### config.mk
export PLATFORM = sky130hd
export DESIGN_NAME = split_bus_arbiter
export DESIGN_NICKNAME = d
export VERILOG_FILES = /design/src/rtl/split_bus_arbiter.sv
export SDC_FILE = /design/constraint.sdc
export NUM_CORES = 1
export LEC_CHECK = 0
export CAP_MARGIN = 20
export CORE_MARGIN = 3
export CORE_UTILIZATION = 40
export DETAILED_ROUTE_END_ITERATION = 7
export HOLD_SLACK_MARGIN = 0.12
export PLACE_DENSITY_LB_ADDON = 0.12
export SLEW_MARGIN = 25
export SYNTH_ARGS = -nofsm -noshare
export SYNTH_HDL_FRONTEND = slang
export SYNTH_SLANG_ARGS = --single-unit
### constraint.sdc
create_clock -name clk -period 4.98 [get_ports clk]
set_input_delay 0.996 -clock clk [delete_from_list [all_inputs] [get_ports clk]]
set_output_delay 0.996 -clock clk [all_outputs]
set_load 0.03 [all_outputs]
### src/rtl/split_bus_arbiter.sv
// Round-robin arbiter for a shared serial bus with single-outstanding split transactions.
// Parks a master on split_ack and hands the bus back to it when the split target returns.
module split_bus_arbiter #(
    parameter int unsigned N_MASTERS = 2,
    parameter int unsigned MAX_HOLD  = 64,
    localparam int unsigned IDX_W    = $clog2(N_MASTERS)
) (
    input  logic                 clk,
    input  logic                 rst_n,
    input  logic [N_MASTERS-1:0] i_m_req,
    output logic [N_MASTERS-1:0] o_m_grant,
    input  logic                 i_split_ack,
    input  logic                 i_split_req,
    output logic                 o_split_grant,
    output logic                 o_split_pending,
    output logic [IDX_W-1:0]     o_split_owner,
    output logic                 o_bus_busy,
    output logic                 o_hold_timeout,
    output logic                 o_split_err
);

    typedef enum logic [1:0] {
        StIdle,
        StMaster,
        StSplitServe
    } state_t;

    localparam logic [N_MASTERS-1:0] ONE = {{(N_MASTERS-1){1'b0}}, 1'b1};

    state_t               r_state;
    logic [IDX_W-1:0]     r_cur;
    logic [IDX_W-1:0]     r_last;
    logic [15:0]          r_hold;
    logic [N_MASTERS-1:0] r_m_grant;
    logic                 r_split_grant;
    logic                 r_split_pending;
    logic [IDX_W-1:0]     r_split_owner;
    logic                 r_bus_busy;
    logic                 r_hold_timeout;
    logic                 r_split_err;

    logic [N_MASTERS-1:0] w_eligible;
    logic                 w_found;
    logic [IDX_W-1:0]     w_pick;
    logic [IDX_W-1:0]     w_idx;
    logic [15:0]          w_hold_inc;
    logic                 w_timeout;

    // Round-robin search starting just after the last owner; the parked master is skipped.
    always_comb begin
        w_eligible = i_m_req;
        if (r_split_pending) begin
            w_eligible[r_split_owner] = 1'b0;
        end
        w_found = 1'b0;
        w_pick  = '0;
        w_idx   = '0;
        for (int unsigned k = 1; k <= N_MASTERS; k++) begin
            w_idx = IDX_W'((32'(r_last) + k) % N_MASTERS);
            if (!w_found && w_eligible[w_idx]) begin
                w_found = 1'b1;
                w_pick  = w_idx;
            end
        end
    end

    always_comb begin
        w_hold_inc = (r_hold == 16'hFFFF) ? r_hold : r_hold + 16'd1;
        w_timeout  = (MAX_HOLD != 0) && (32'(w_hold_inc) >= MAX_HOLD);
    end

    always_ff @(posedge clk or negedge rst_n) begin
        if (!rst_n) begin
            r_state         <= StIdle;
            r_cur           <= '0;
            r_last          <= IDX_W'(N_MASTERS - 1);
            r_hold          <= '0;
            r_m_grant       <= '0;
            r_split_grant   <= 1'b0;
            r_split_pending <= 1'b0;
            r_split_owner   <= '0;
            r_bus_busy      <= 1'b0;
            r_hold_timeout  <= 1'b0;
            r_split_err     <= 1'b0;
        end else begin
            r_hold_timeout <= 1'b0;
            r_split_err    <= 1'b0;
            case (r_state)
                StIdle: begin
                    if (r_split_pending && i_split_req) begin
                        r_state       <= StSplitServe;
                        r_split_grant <= 1'b1;
                        r_m_grant     <= ONE << r_split_owner;
                        r_bus_busy    <= 1'b1;
                    end else if (w_found) begin
                        r_state    <= StMaster;
                        r_cur      <= w_pick;
                        r_m_grant  <= ONE << w_pick;
                        r_bus_busy <= 1'b1;
                        r_hold     <= '0;
                    end
                end
                StMaster: begin
                    r_hold <= w_hold_inc;
                    if (i_split_ack) begin
                        // A second split cannot be tracked: flag it and keep the current owner.
                        if (!r_split_pending) begin
                            r_split_pending <= 1'b1;
                            r_split_owner   <= r_cur;
                            r_m_grant       <= '0;
                            r_bus_busy      <= 1'b0;
                            r_state         <= StIdle;
                        end else begin
                            r_split_err <= 1'b1;
                        end
                    end else if (!i_m_req[r_cur]) begin
                        r_m_grant  <= '0;
                        r_bus_busy <= 1'b0;
                        r_last     <= r_cur;
                        r_state    <= StIdle;
                    end else if (w_timeout) begin
                        r_m_grant      <= '0;
                        r_bus_busy     <= 1'b0;
                        r_hold_timeout <= 1'b1;
                        r_last         <= r_cur;
                        r_state        <= StIdle;
                    end
                end
                StSplitServe: begin
                    if (!i_split_req) begin
                        r_split_grant   <= 1'b0;
                        r_m_grant       <= '0;
                        r_split_pending <= 1'b0;
                        r_bus_busy      <= 1'b0;
                        r_last          <= r_split_owner;
                        r_state         <= StIdle;
                    end
                end
                default: begin
                    r_state <= StIdle;
                end
            endcase
        end
    end

    assign o_m_grant       = r_m_grant;
    assign o_split_grant   = r_split_grant;
    assign o_split_pending = r_split_pending;
    assign o_split_owner   = r_split_owner;
    assign o_bus_busy      = r_bus_busy;
    assign o_hold_timeout  = r_hold_timeout;
    assign o_split_err     = r_split_err;

endmodule

**Word level (Yosys, flattened, before mapping)**

Index checks and enable logic that the tools add are counted.

- Bits in registers: 28
- Bits in latches: 0
- RAM bits: 0
- Memory bits (read-only): 0
- Input bits: 6
- Output and inout bits: 8
- Word-level logic and storage cells: 108
- Memories kept: 0

- Add/sub/neg operators: 3
- Multipliers: 0
- Div/mod/pow operators: 0
- $lt $le $gt $ge: 6
- Eq/ne operators: 13
- Shifts and indexed selects: 2
- Muxes and demuxes: 52
- Bitwise logic cells: 4
- Reductions and logical operators: 17

Operator list:

| cell | number |
|---|---|
| $mux W16 | 3 |
| $pmux W16 S2 | 1 |
| $mux W1 | 31 |
| $mux W2 | 10 |
| $add A16 B1 Y16 const B | 1 |
| $eq A16 B16 Y1 const B | 1 |
| $ge A16 B7 Y1 const B | 1 |
| $reduce_and A3 Y1 | 5 |
| $ne A2 B2 Y1 const B | 6 |
| $pmux W2 S3 | 2 |
| $ne A3 B3 Y1 const B | 3 |
| $lt A1 B2 Y1 const B | 4 |
| $reduce_and A4 Y1 | 2 |
| $pmux W1 S2 | 3 |
| $reduce_bool A2 Y1 | 3 |
| $reduce_and A5 Y1 | 1 |
| $ne A4 B4 Y1 const B | 1 |
| $shl A1 B1 Y2 const A | 2 |
| $logic_and A1 B1 Y1 | 3 |
| $pmux W1 S3 | 1 |
| $reduce_bool A3 Y1 | 1 |
| $add A1 B1 Y1 const B | 2 |
| $and A2 B2 Y2 | 1 |
| $eq A2 B1 Y1 const B | 1 |
| 7 further kinds | 8 |

**Logic depth before layout (Yosys ltp)**

- Word-level depth: 17
- Depth in mapped cells: 9
- Depth with buffers taken out: 8

**Worst setup path after synthesis**

OpenSTA, ideal clock, no wires.

- Path kind: input port to flip-flop
- From: in i_split_req
- To: reg r_hold[8]
- Library setup time: 0.126 ns
- Arrival time: 2.289 ns
- Required time: 4.854 ns
- Path slack: 2.565 ns
- Cell stages on the path: 8
- Path buffers: 2
- Cells stage by stage: buf_2 > o21ai_1 > and2_1 > o21ai_2 > nand2_1 > buf_2 > a21oi_1 > a21oi_1

- Cells in the longest elaborated chain, start to end: 3

Ends and longest elaborated chain:

| element | RTL line | RTL |
|---|---|---|
| start: declaration | 13 | `input logic i_split_req,` |
| $logic_and A1 B1 Y1 | 90 | `if (r_split_pending && i_split_req) begin` |
| $ne A2 B2 Y1 (no line) | -- |  |
| $reduce_and A3 Y1 (no line) | -- |  |
| end signal: assignment | 104 | `r_hold <= w_hold_inc;` |
| end: declaration | 33 | `logic [15:0] r_hold;` |

Every way passes these cells.
A chain may end at the register's enable or synchronous reset.

**Worst setup path after layout**

- From: in i_split_req
- To: reg r_hold[10]

Same word-level chain as after synthesis.

==> run summary <==
Post-synth top area share: 0.344
Crit share post-route: 0.608
Commonest non-fill, non-tap cell in the layout: dfrtp_1
WL final: 4470 um
CP Data Arrival Time: 3.18 ns
Seq/Total Area, Yosys: 0.357
Clock Pin Slew Worst Setup and Hold Paths: 0.10 ns
Final Hold Viols: 0
FF+latch count, synth: 28
GR Overflow Total: 0
Critical path type: primary input to flop
Tot GR Track Use: 0.164
Critical Path, Cell by Cell: clkdlybuf4s50_1 -> o21ai_1 -> and2_1 -> o21ai_2 -> nand2_1 -> a41oi_1 -> a21oi_1
Die X: 76.1 um
Area of the multi-input gates: 1160 sq um
P per Cell Area: 440 nW/um^2
Power, Total: 954 uW
Ys async rst share: 1.00
Initial antenna violation count: 0
Largest family of logic cells by synthesized area: compound AO/OA/AOI/OAI gates
Commonest non-fill, non-tap cells in the layout: 27 x dfrtp_1, 20 x o21ai_0, 17 x nand2_1
Largest net degree at the start of global routing: 29
Main area contributors after synthesis: dfrtp_1 34%, o21ai_0 5.1%, a21oi_1 3.8%, nand2_1 3.2%, nor2_1 2.9%
Via Count: 1,652
Core area: 4530 sq um
Simple logic cell fraction of the synthesized area: 0.230
Starting density of the core: 0.433
Slew @ Worst Pin: 0.707 ns
FP Rows: 24
Global-route wire length before repair: 7960 um
Register-to-Register Setup Slack: 2.58 ns
Compound-gate portion of the synthesized area: 0.257
Drt pass-1 iters: 4
Clock Latency Late Sink: 0.28 ns
Crit-path max FO: 16
Slew headroom: 0.523
Lkg Pwr: 0.000880 uW
Max Fclk: 330 MHz
Largest area contributor in the netlist: dfrtp_1
Synth unique cells: 57
CP Capture Type: flop
Post-CTS Setup Bufs: 0
Last weighted congestion value of the routability-driven placer: 0.900
Post-cts resize count: 0
ANT nets after route: 0
Detailed-placement wirelength estimate: 3130 um
Num CTS Buffers: 3
Die height: 76.1 um
Hold Buf Count CTS: 0
TritonCTS clock tree: yes
XOR/XNOR Fraction of Synth Area: 0.0356
Via count of the first global-routing pass: 1,571
Multiplexer share of the synthesized area: 0.0395
I/O Buffers: 13
Tmin final: 3.03 ns
Antenna diode count: 0
Root Driver: clkbuf_8
Critical path data required time: 5.13 ns
Dominant synthesized flop cell: dfrtp_1
Final Max Slew Viols: 0
Share of cells above drive strength 1: 0.107
Post-synthesis cell area: 1970 sq um
Yosys Warn Count: 0
CP max stage cell: clkdlybuf4s50_1
Hold Crit Depth: 2
Syn Nets: 230
Filler cells: 445
Hold Path Class: flop to flop
Post-Synth Adder-Cell Area: 0.0255
Synthesized instance count: 220
Wire per inst: 15.5 um
Die Area: 5790 sq um
Setup violators final: 0
Reg2Reg Depth: 6
Post-synth EDFFs: 0
Maximum vdd drop: 0.231 mV
Largest stage delay, worst path: 0.66 ns
Setup Skew: 0.00113 ns
Register area: 702 sq um
TNS Setup: 0 ns
Area Overhead vs Synth: 10.4%
Htree depth: 1
Via density per instance: 5.72
1st-iter DRT viols: 137
Util after Layout: 0.478
Status: finished clean
Longest Clk Path Bufs: 2
Max-cap viol count: 0
DRC violations left: 0
Clock sinks: 28
Fin nets: 235
Boundary pin count: 14
Crit start category: primary input
Synthesized area per cell: 8.93 sq um
RSZ-0062 raised after global routing: no
[cells in the mapped netlist (2+ instances only)]
| cell type | count |
|---|---|
| a2111oi_2 | 2 |
| a211oi_1 | 3 |
| a21oi_1 | 15 |
| a31oi_1 | 6 |
| a41oi_1 | 3 |
| and2_1 | 2 |
| and3_1 | 3 |
| and4_1 | 3 |
| buf_2 | 8 |
| buf_4 | 2 |
| clkbuf_1 | 4 |
| dfrtp_1 | 27 |
| ha_1 | 4 |
| inv_1 | 10 |
| mux2_2 | 2 |
| mux2i_1 | 4 |
| nand2_1 | 17 |
| nand2b_1 | 2 |
| nand3_1 | 11 |
| nand3_2 | 2 |
| nand3b_1 | 2 |
| nand4_1 | 6 |
| nand4_2 | 2 |
| nor2_1 | 15 |
| nor3_1 | 3 |
| nor4_1 | 2 |
| o211a_1 | 2 |
| o21a_1 | 2 |
| o21ai_0 | 20 |
| o21ai_1 | 2 |
| o31ai_1 | 2 |
| xnor2_1 | 6 |
| xor2_1 | 2 |
[power by group]
group / switching (uW) / internal [uW] / leakage (uW)
clock: 75.9 / 71.0 / 0.0000288
sequential: 53.9 / 282 / 0.000365
combinational: 287 / 184 / 0.000486
total: 417 / 537 / 0.000880
[area by class of cell]
cell class	instances	share of cell area
inverters	10	0.0173
flip-flops and latches	28	0.324
multi-input cells	168	0.533
clock buffers	4	0.0254
repair buffers	14	0.0634
well taps	65	0.0375
[cells by family after synthesis]
kind of cell	after synthesis
AND/OR/NAND/NOR	78
multiplexers	7
flip-flops	28
buffers and inverters	24
adder cells (fa/ha/maj)	4
XOR/XNOR	8
AO/OA/AOI/OAI	71
[through the flow]
| stage | instances | hold slack, ns | cell area, sq um | setup WS, ns |
|---|---|---|---|---|
| floorplan | 220 | 0.460 | 1970 | 2.57 |
| global placement | 285 | 0.479 | 2110 | 1.74 |
| detailed placement | 285 | 0.488 | 2110 | 1.65 |
| CTS | 289 | 0.503 | 2170 | 1.95 |
| global route | 289 | 0.548 | 2170 | 1.78 |
| finish | 289 | 0.496 | 2170 | 1.95 |
[worst max-delay path: cells and delay by family]
family / cells / cell delay (ns)
buffers and inverters: 1 / 0.66
AOI/OAI and AO/OA: 4 / 0.90
and+or+nand+nor: 2 / 0.62
[per-layer routing]
layer / vias up / part of all wire / global-route usage
li1: 833 / - / -
met1: 774 / 0.52 / 0.250
met2: 40 / 0.43 / 0.246
met3: 5 / 0.042 / 0.0189
met4: 0 / 0.011 / 0.0435
met5: - / 0 / 0
[path summary, 6_finish.rpt]
check | startpoint | end
worst max-delay path | i_split_req | r_hold[10]$_DFFE_PN0P_
worst min-delay path | r_last$_DFFE_PN1P_ | r_last$_DFFE_PN1P_
worst max register to register | r_state[1]$_DFFE_PN0P_ | r_hold[11]$_DFFE_PN0P_
worst min register to register | r_last$_DFFE_PN1P_ | r_last$_DFFE_PN1P_
max in group asynchronous | rst_n | r_last$_DFFE_PN1P_
min in group asynchronous | rst_n | r_hold[13]$_DFFE_PN0P_
[flip-flops by register name, summed over array words and instances (netlist names)]
signal / flops
r_hold: 16
o_m_grant: 2
r_state: 2
o_bus_busy: 1
o_hold_timeout: 1
o_split_err: 1
o_split_grant: 1
o_split_owner: 1
o_split_pending: 1
r_cur: 1
r_last: 1
Power figures use the tool's default switching activity.
